File: config.mk
export PLATFORM = sky130hd
export DESIGN_NAME = ins_dec_seq
export DESIGN_NICKNAME = d
export VERILOG_FILES = /design/src/rtl/ins_dec_seq.sv
export SDC_FILE = /design/constraint.sdc
export NUM_CORES = 1
export LEC_CHECK = 0
export ABC_AREA = 1
export CAP_MARGIN = 20
export CORE_MARGIN = 1
export CORE_UTILIZATION = 34
export CTS_CLUSTER_DIAMETER = 80
export DETAILED_ROUTE_END_ITERATION = 8
export PLACE_DENSITY = 0.77
export SLEW_MARGIN = 30
export SYNTH_ARGS = -nofsm -noshare
export SYNTH_HDL_FRONTEND = slang
export SYNTH_SLANG_ARGS = --single-unit
File: constraint.sdc
create_clock -name clk -period 1.2 [get_ports clk]
set_input_delay 0.24 -clock clk [delete_from_list [all_inputs] [get_ports clk]]
set_output_delay 0.24 -clock clk [all_outputs]
set_load 0.005 [all_outputs]
File: src/rtl/ins_dec_seq.sv
// rtl/ins_dec_seq.sv - instruction register, field decode and per-class register-file phase sequencer
// Phase outputs are decoded from state and the instruction register; done in EXEC also follows ex_done.
module ins_dec_seq #(
  parameter int R      = 3,
  parameter int DATA_W = 16,
  localparam int W     = 3*R + 7
) (
  input  logic              clk,
  input  logic              reset,
  input  logic              in_valid,
  output logic              in_ready,
  input  logic [W-1:0]      in,
  input  logic              ex_done,
  output logic [2:0]        opcode,
  output logic [1:0]        op,
  output logic [1:0]        ALUop,
  output logic [1:0]        shift,
  output logic [DATA_W-1:0] sximm5,
  output logic [DATA_W-1:0] sximm8,
  output logic [2:0]        nsel,
  output logic [R-1:0]      readnum,
  output logic [R-1:0]      writenum,
  output logic              rd_en,
  output logic              wr_en,
  output logic              ex_en,
  output logic              done,
  output logic              illegal
);

  typedef enum logic [2:0] {IDLE, RD_A, RD_B, EXEC, WB, ILL} state_t;

  state_t         state;
  logic [W-1:0]   ir;
  logic [R-1:0]   rn, rd, rm;
  logic           is_movi, is_cmp;
  logic [R-1:0]   sel_idx;

  assign opcode = ir[W-1 -: 3];
  assign op     = ir[W-4 -: 2];
  assign ALUop  = op;
  assign rn     = ir[W-6 -: R];
  assign rd     = ir[2*R+1 -: R];
  assign shift  = ir[R+1 -: 2];
  assign rm     = ir[R-1:0];

  assign sximm5 = DATA_W'($signed(ir[R+1:0]));
  assign sximm8 = DATA_W'($signed(ir[2*R+1:0]));

  assign is_movi = (opcode == 3'b110) && (op == 2'b10);
  assign is_cmp  = (opcode == 3'b101) && (op == 2'b01);

  assign in_ready = (state == IDLE) && !reset;

  // Entry phase chosen from the opcode/op bits of the incoming instruction.
  function automatic state_t first_phase(input logic [4:0] key);
    case (key)
      5'b110_10:                       return WB;
      5'b110_00, 5'b101_11:            return RD_B;
      5'b101_00, 5'b101_10, 5'b101_01: return RD_A;
      default:                         return ILL;
    endcase
  endfunction

  always_ff @(posedge clk) begin
    if (reset) begin
      state <= IDLE;
      ir    <= '0;
    end else begin
      case (state)
        IDLE: begin
          if (in_valid) begin
            ir    <= in;
            state <= first_phase(in[W-1 -: 5]);
          end
        end
        RD_A:    state <= RD_B;
        RD_B:    state <= EXEC;
        EXEC: begin
          if (ex_done) state <= is_cmp ? IDLE : WB;
        end
        WB:      state <= IDLE;
        ILL:     state <= IDLE;
        default: state <= IDLE;
      endcase
    end
  end

  always_comb begin
    nsel    = 3'b000;
    rd_en   = 1'b0;
    wr_en   = 1'b0;
    ex_en   = 1'b0;
    done    = 1'b0;
    illegal = 1'b0;
    case (state)
      RD_A: begin
        nsel  = 3'b001;
        rd_en = 1'b1;
      end
      RD_B: begin
        nsel  = 3'b100;
        rd_en = 1'b1;
      end
      EXEC: begin
        ex_en = 1'b1;
        done  = is_cmp && ex_done;
      end
      WB: begin
        nsel  = is_movi ? 3'b001 : 3'b010;
        wr_en = 1'b1;
        done  = 1'b1;
      end
      ILL: begin
        illegal = 1'b1;
        done    = 1'b1;
      end
      default: ;
    endcase
  end

  always_comb begin
    sel_idx = '0;
    case (nsel)
      3'b001:  sel_idx = rn;
      3'b010:  sel_idx = rd;
      3'b100:  sel_idx = rm;
      default: sel_idx = '0;
    endcase
  end

  assign readnum  = sel_idx;
  assign writenum = sel_idx;

endmodule

Yosys cells after proc, flatten, opt, wreduce, memory -nomap -nowiden --
Cells that the tools add are included.
Storage, ports and cells: bits in registers 19, bits in latches 0, RAM bits 0, bits in read-only memories 0, bits of input ports 20, output and inout bits 56, memories kept 0
Operators by class: add/subtract/negate cells 0, multipliers 0, div/mod/pow operators 0, order comparisons 0, equality and inequality tests 20, shifts and indexed selects 0, mux-type cells 13, bitwise logic cells 0, reductions and logical operators 12
Operators by type and width (number):
- $eq 5x5->1 const B | 6
- $pmux 3 s3 | 3
- $eq 3x3->1 const B | 5
- $pmux 3 s4 | 1
- $eq 3x2->1 const B | 3
- $mux 3 | 3
- $eq 3x1->1 const B | 2
- $reduce_or 2->1 | 3
- $logic_and 1x1->1 | 4
- $mux 1 | 4
- $ne 2x2->1 const B | 2
- $reduce_and 2->1 | 2
- $logic_not 3->1 | 1
- $reduce_or 3->1 | 1
- $eq 2x1->1 const B | 1
- $eq 2x2->1 const B | 1
- $mux 2 | 1
- $pmux 1 s2 | 1
- $logic_not 1->1 | 1

Depth between registers and ports, before layout --
Gate-level depths: netlist (run 1).
depth after elaboration 6, mapped depth 8

Least setup slack after synthesis (run 1) --
OpenSTA, ideal clock, no wires.
path type flip-flop to output port, from reg state[1], to out writenum[0], data arrival time 1.118 ns, data required time 0.960 ns, setup slack -0.158 ns, cell stages (with the launch flop) 9, path through dfxtp_1 inv_1 nand2_1 nor2_2 inv_2 o21ai_4 nand2_1 nand3_1 buf_4
Between the ends: longest elaborated chain between the ends 4, elaborated cells between the ends (all ways) 8, those cells by class eq/ne: 6; mux: 2
RTL lines:
- from (decl) | RTL line 32 | state_t state;
- from (signal assigned) | RTL line 73 | state <= first_phase(in[W-1 -: 5]);
- from (signal assigned) | RTL line 79 | if (ex_done) state <= is_cmp ? IDLE : WB;
- $eq 3x3->1 (tied with other cells) | RTL line 95 | case (state)
- $pmux 3 s3 * | RTL line 95
- named net nsel[0] | RTL line 20 | output logic [2:0] nsel,
- $eq 3x3->1 (tied with other cells) | RTL line 123 | case (nsel)
- $pmux 3 s3 * | RTL line 123
- to (decl) | RTL line 22 | output logic [R-1:0] writenum,
Mark *: on every way through the listed nets, which the timed path passes. The rest lies on a longest branch.

Worst setup path after layout (run 1) --
from reg ir[14], to out readnum[1]
Between the ends: longest elaborated chain between the ends 6, elaborated cells between the ends (all ways) 8, those cells by class eq/ne: 4; mux: 3; reduce/logical: 1
RTL lines:
- from (decl) | RTL line 33 | logic [W-1:0] ir;
- from (signal assigned) | RTL line 72 | ir <= in;
- $eq 3x3->1 * | RTL line 49 | assign is_movi = (opcode == 3'b110) && (op == 2'b10);
- $logic_and 1x1->1 * | RTL line 49
- $mux 2 * | RTL line 109 | nsel = is_movi ? 3'b001 : 3'b010;
- $pmux 3 s3 * | RTL line 95
- $eq 3x3->1 (tied with other cells) | RTL line 123
- $pmux 3 s3 * | RTL line 123
- to (decl) | RTL line 21 | output logic [R-1:0] readnum,
Every way passes the cells marked *; elsewhere a longest branch is shown, timed or not.

==> impl_metrics.yaml, run 1 <==
status:
  status: "complete, but fails checks"
  violations: "setup timing"
synth:
  synthFlopType: "dfxtp_1"
  synth_cell_types: 21
  synth_area_sq_um: 1290
  synthCells: 184
  synth-seq-cells: 19
  yosysWarnings: 0
  synth_edf_count: 0
  syn_avg_cell_area_sq_um: 7.01
  yosysSeqAreaShare_pct: 29.5
  syn-num-nets: 204
  async_flop_share_pct: 0
finish:
  final_common_cell: "buf_4"
  layout.nets: 290
  final_cell_mix: "buf_4, nand2_1, clkdlybuf4s15_1"
  synthToLayoutAreaGrowth_pct: 89.9
  antenna_cells: 0
  drive_gt1_share_pct: 54.3
clocking:
  cts_made_buffers: 3
  ctsHtreeMaxLevel: 1
  hold_buffers: 0
  cts_root_buffer: "clkbuf_8"
  path_clk_slew_ns: 0.08
  clk_latency_ns: 0.26
  cts_tree: "yes"
  numClockSinks: 19
  cts.path.max_buffers: 2
placement:
  gp_congestion: 0.794
  dp_hpwl_mm: 2.53
  port_buffers: 75
  dpl_worst_slack_ns: -0.540
sta:
  whs_ns: 0.481
  fin_tns_setup_ns: -6.76
  setup_viol: 33
  hold_violations: 0
  max_clock_freq_mhz: 573
  setup_slack_ns: -0.546
  fin_crit_sh_pct: 145
  drv_slew: 0
  period_needed_ns: 1.75
  maxSlewHeadroom_pct: 83.9
  worst_pin_slew_ns: 0.242
  rsz0062_at_grt: "yes"
  finalClockSkew_ns: 0.00554
pwr:
  pwr-share-clk_pct: 8.7
  p_leak_nw: 1.15
  p_total_mw: 5.27
  p_sw_mw: 2.23
  p_comb_share_pct: 71.6
  seq_power_share_pct: 19.7
  internal_power_mw: 3.04
  p_sw_share_pct: 42.4
  ir_worst_vdd_v: 0.00181
  pwr_density_cell_nw_per_um2: 2150
worst_hold_path:
  min_path_cells: 2
  hold_class: "reg2reg"
setup_path:
  arrival_ns: 1.51
  cp_slowest_stage_delay_ns: 0.34
  endpoint_kind: "output port"
  start_kind: "register"
  crit_required_ns: 0.96
  crit_path_cell_trace: "inv_2 > nor2_2 > nand4_1 > o21ai_4 > buf_6 > nand2_2 > nand3_2 > buf_2"
  cpMaxStageDelayCell: "dfxtp_2"
  path_class: "reg2out"
  path_max_fanout: 4
  r2r_cells: 10
global_route:
  grt_remaining_overflow: 0
  grt_usage_pct: 20.8
  grt_start_max_net_pins: 18
  antenna_found_initial: 0
  grt_pass1_wl_mm: 6.48
  grt_pass1_vias: 1373
floorplanning:
  start_util_pct: 35.2
  floorplan.core_area_sq_um: 3660
  die_h_um: 63.6
  die_w_um: 63.6
  die_area_sq_um: 4040
  io_pins: 76
  rows: 22
route:
  drc: 0
  wl_per_cell_um: 14.6
  dr.pass1.iters: 5
  antenna_left: 0
  drtIter0Drc: 37
  vias: 1533
  vias_per_cell: 4.84
  wl_mm: 4.64
run:
  cap_violations: 0
flip-flops by register name (all words and copies together) (netlist names):
register	count
ir	16
state	3
critical path: cells and delay by family, from the launching register on:
| family | cells | cell delay [ns] |
|---|---|---|
| flops | 1 | 0.34 |
| buf+inv | 3 | 0.28 |
| simple gates | 4 | 0.41 |
| compound gates | 1 | 0.22 |
final cells by class:
type / count / area [sq um]
timing repair buffer: 127 / 1140
timing repair inverter: 1 / 11.3
clock buffer: 3 / 41.3
inverter: 15 / 73.8
clock inverter: 1 / 5.00
fill: 287 / 1210
tap: 48 / 60.1
multi-input combinational: 103 / 712
sequential: 19 / 405
repair_timing:
item / 4_1_cts / 5_1_grt
gates resized for setup: 209 / 30
pin swaps: 17 / 5
setup buffers: 12 / 6
setup endpoints to repair: 75 / 47
cloned: 1 / 3
power by group through the flow:
stage / logic [mW] / registers (mW) / clock network, mW
final: 3.77 / 1.04 / 0.459
after global routing: 4.01 / 1.06 / 0.495
after CTS: 3.17 / 1.01 / 0.466
after detailed placement: 2.69 / 0.963 / 0
after global placement: 2.65 / 0.957 / 0
after floorplan: 1.50 / 0.984 / 0
kinds of logic (layout without fill, tap and decap cells):
family | count (synthesis) | count (layout) | share of synthesized area [%]
buffers and inverters | 64 | 147 | 33.0
AOI/OAI and AO/OA | 26 | 26 | 11.0
DFF | 19 | 19 | 29.5
and+or+nand+nor | 75 | 77 | 26.6
per-stage QoR:
step | util (%) | instances | area [sq um]
after floorplan | - | 184 | 1330
after global placement | 56.0 | 295 | 2050
after detailed placement | 56.0 | 295 | 2050
after CTS | 63.7 | 309 | 2330
after global routing | 66.9 | 317 | 2450
final | 66.9 | 317 | 2450
cells in the mapped netlist, types with 2 or more instances:
library cell / instances / area, sq um
o21ai_0: 6 / 30.0
inv_2: 3 / 11.3
buf_6: 2 / 22.5
nand3_1: 21 / 105
dfxtp_1: 19 / 380
buf_4: 44 / 330
inv_1: 11 / 41.3
buf_2: 2 / 10.0
nor2_1: 8 / 30.0
a21oi_1: 18 / 90.1
nand2_1: 39 / 146
nor2_2: 2 / 12.5
routing by layer:
layer,share of wire (%),global-route usage [%],vias up,routed length [um]
met3,5.4,3.80,10,252
met2,54,38.7,67,2500
li1,-,-,718,-
met5,0,0,-,0
met1,38,22.6,738,1780
met4,2.2,8.52,0,104
worst paths after layout:
check / end / slack, ns / start
max: readnum[1] / -0.55 / ir[14]
min: ir[3] / 0.48 / ir[3]
max reg2reg: state[1] / -0.14 / state[2]
min reg2reg: ir[3] / 0.48 / ir[3]
Power figures use the tool's default switching activity.
==> run 2, diff against run 1 <==
Settings changed: CAP_MARGIN 20 to default, CTS_CLUSTER_DIAMETER 80 to 150.
==> results of run 2 <==
Same layout as run 1: the final DEF is identical, and so are final timing and power.
==> run 3, diff against run 2 <==
Settings changed: GPL_ROUTABILITY_DRIVEN from default to 0.
==> results of run 3 <==
Same layout as run 1: the final DEF is identical, and so are final timing and power.
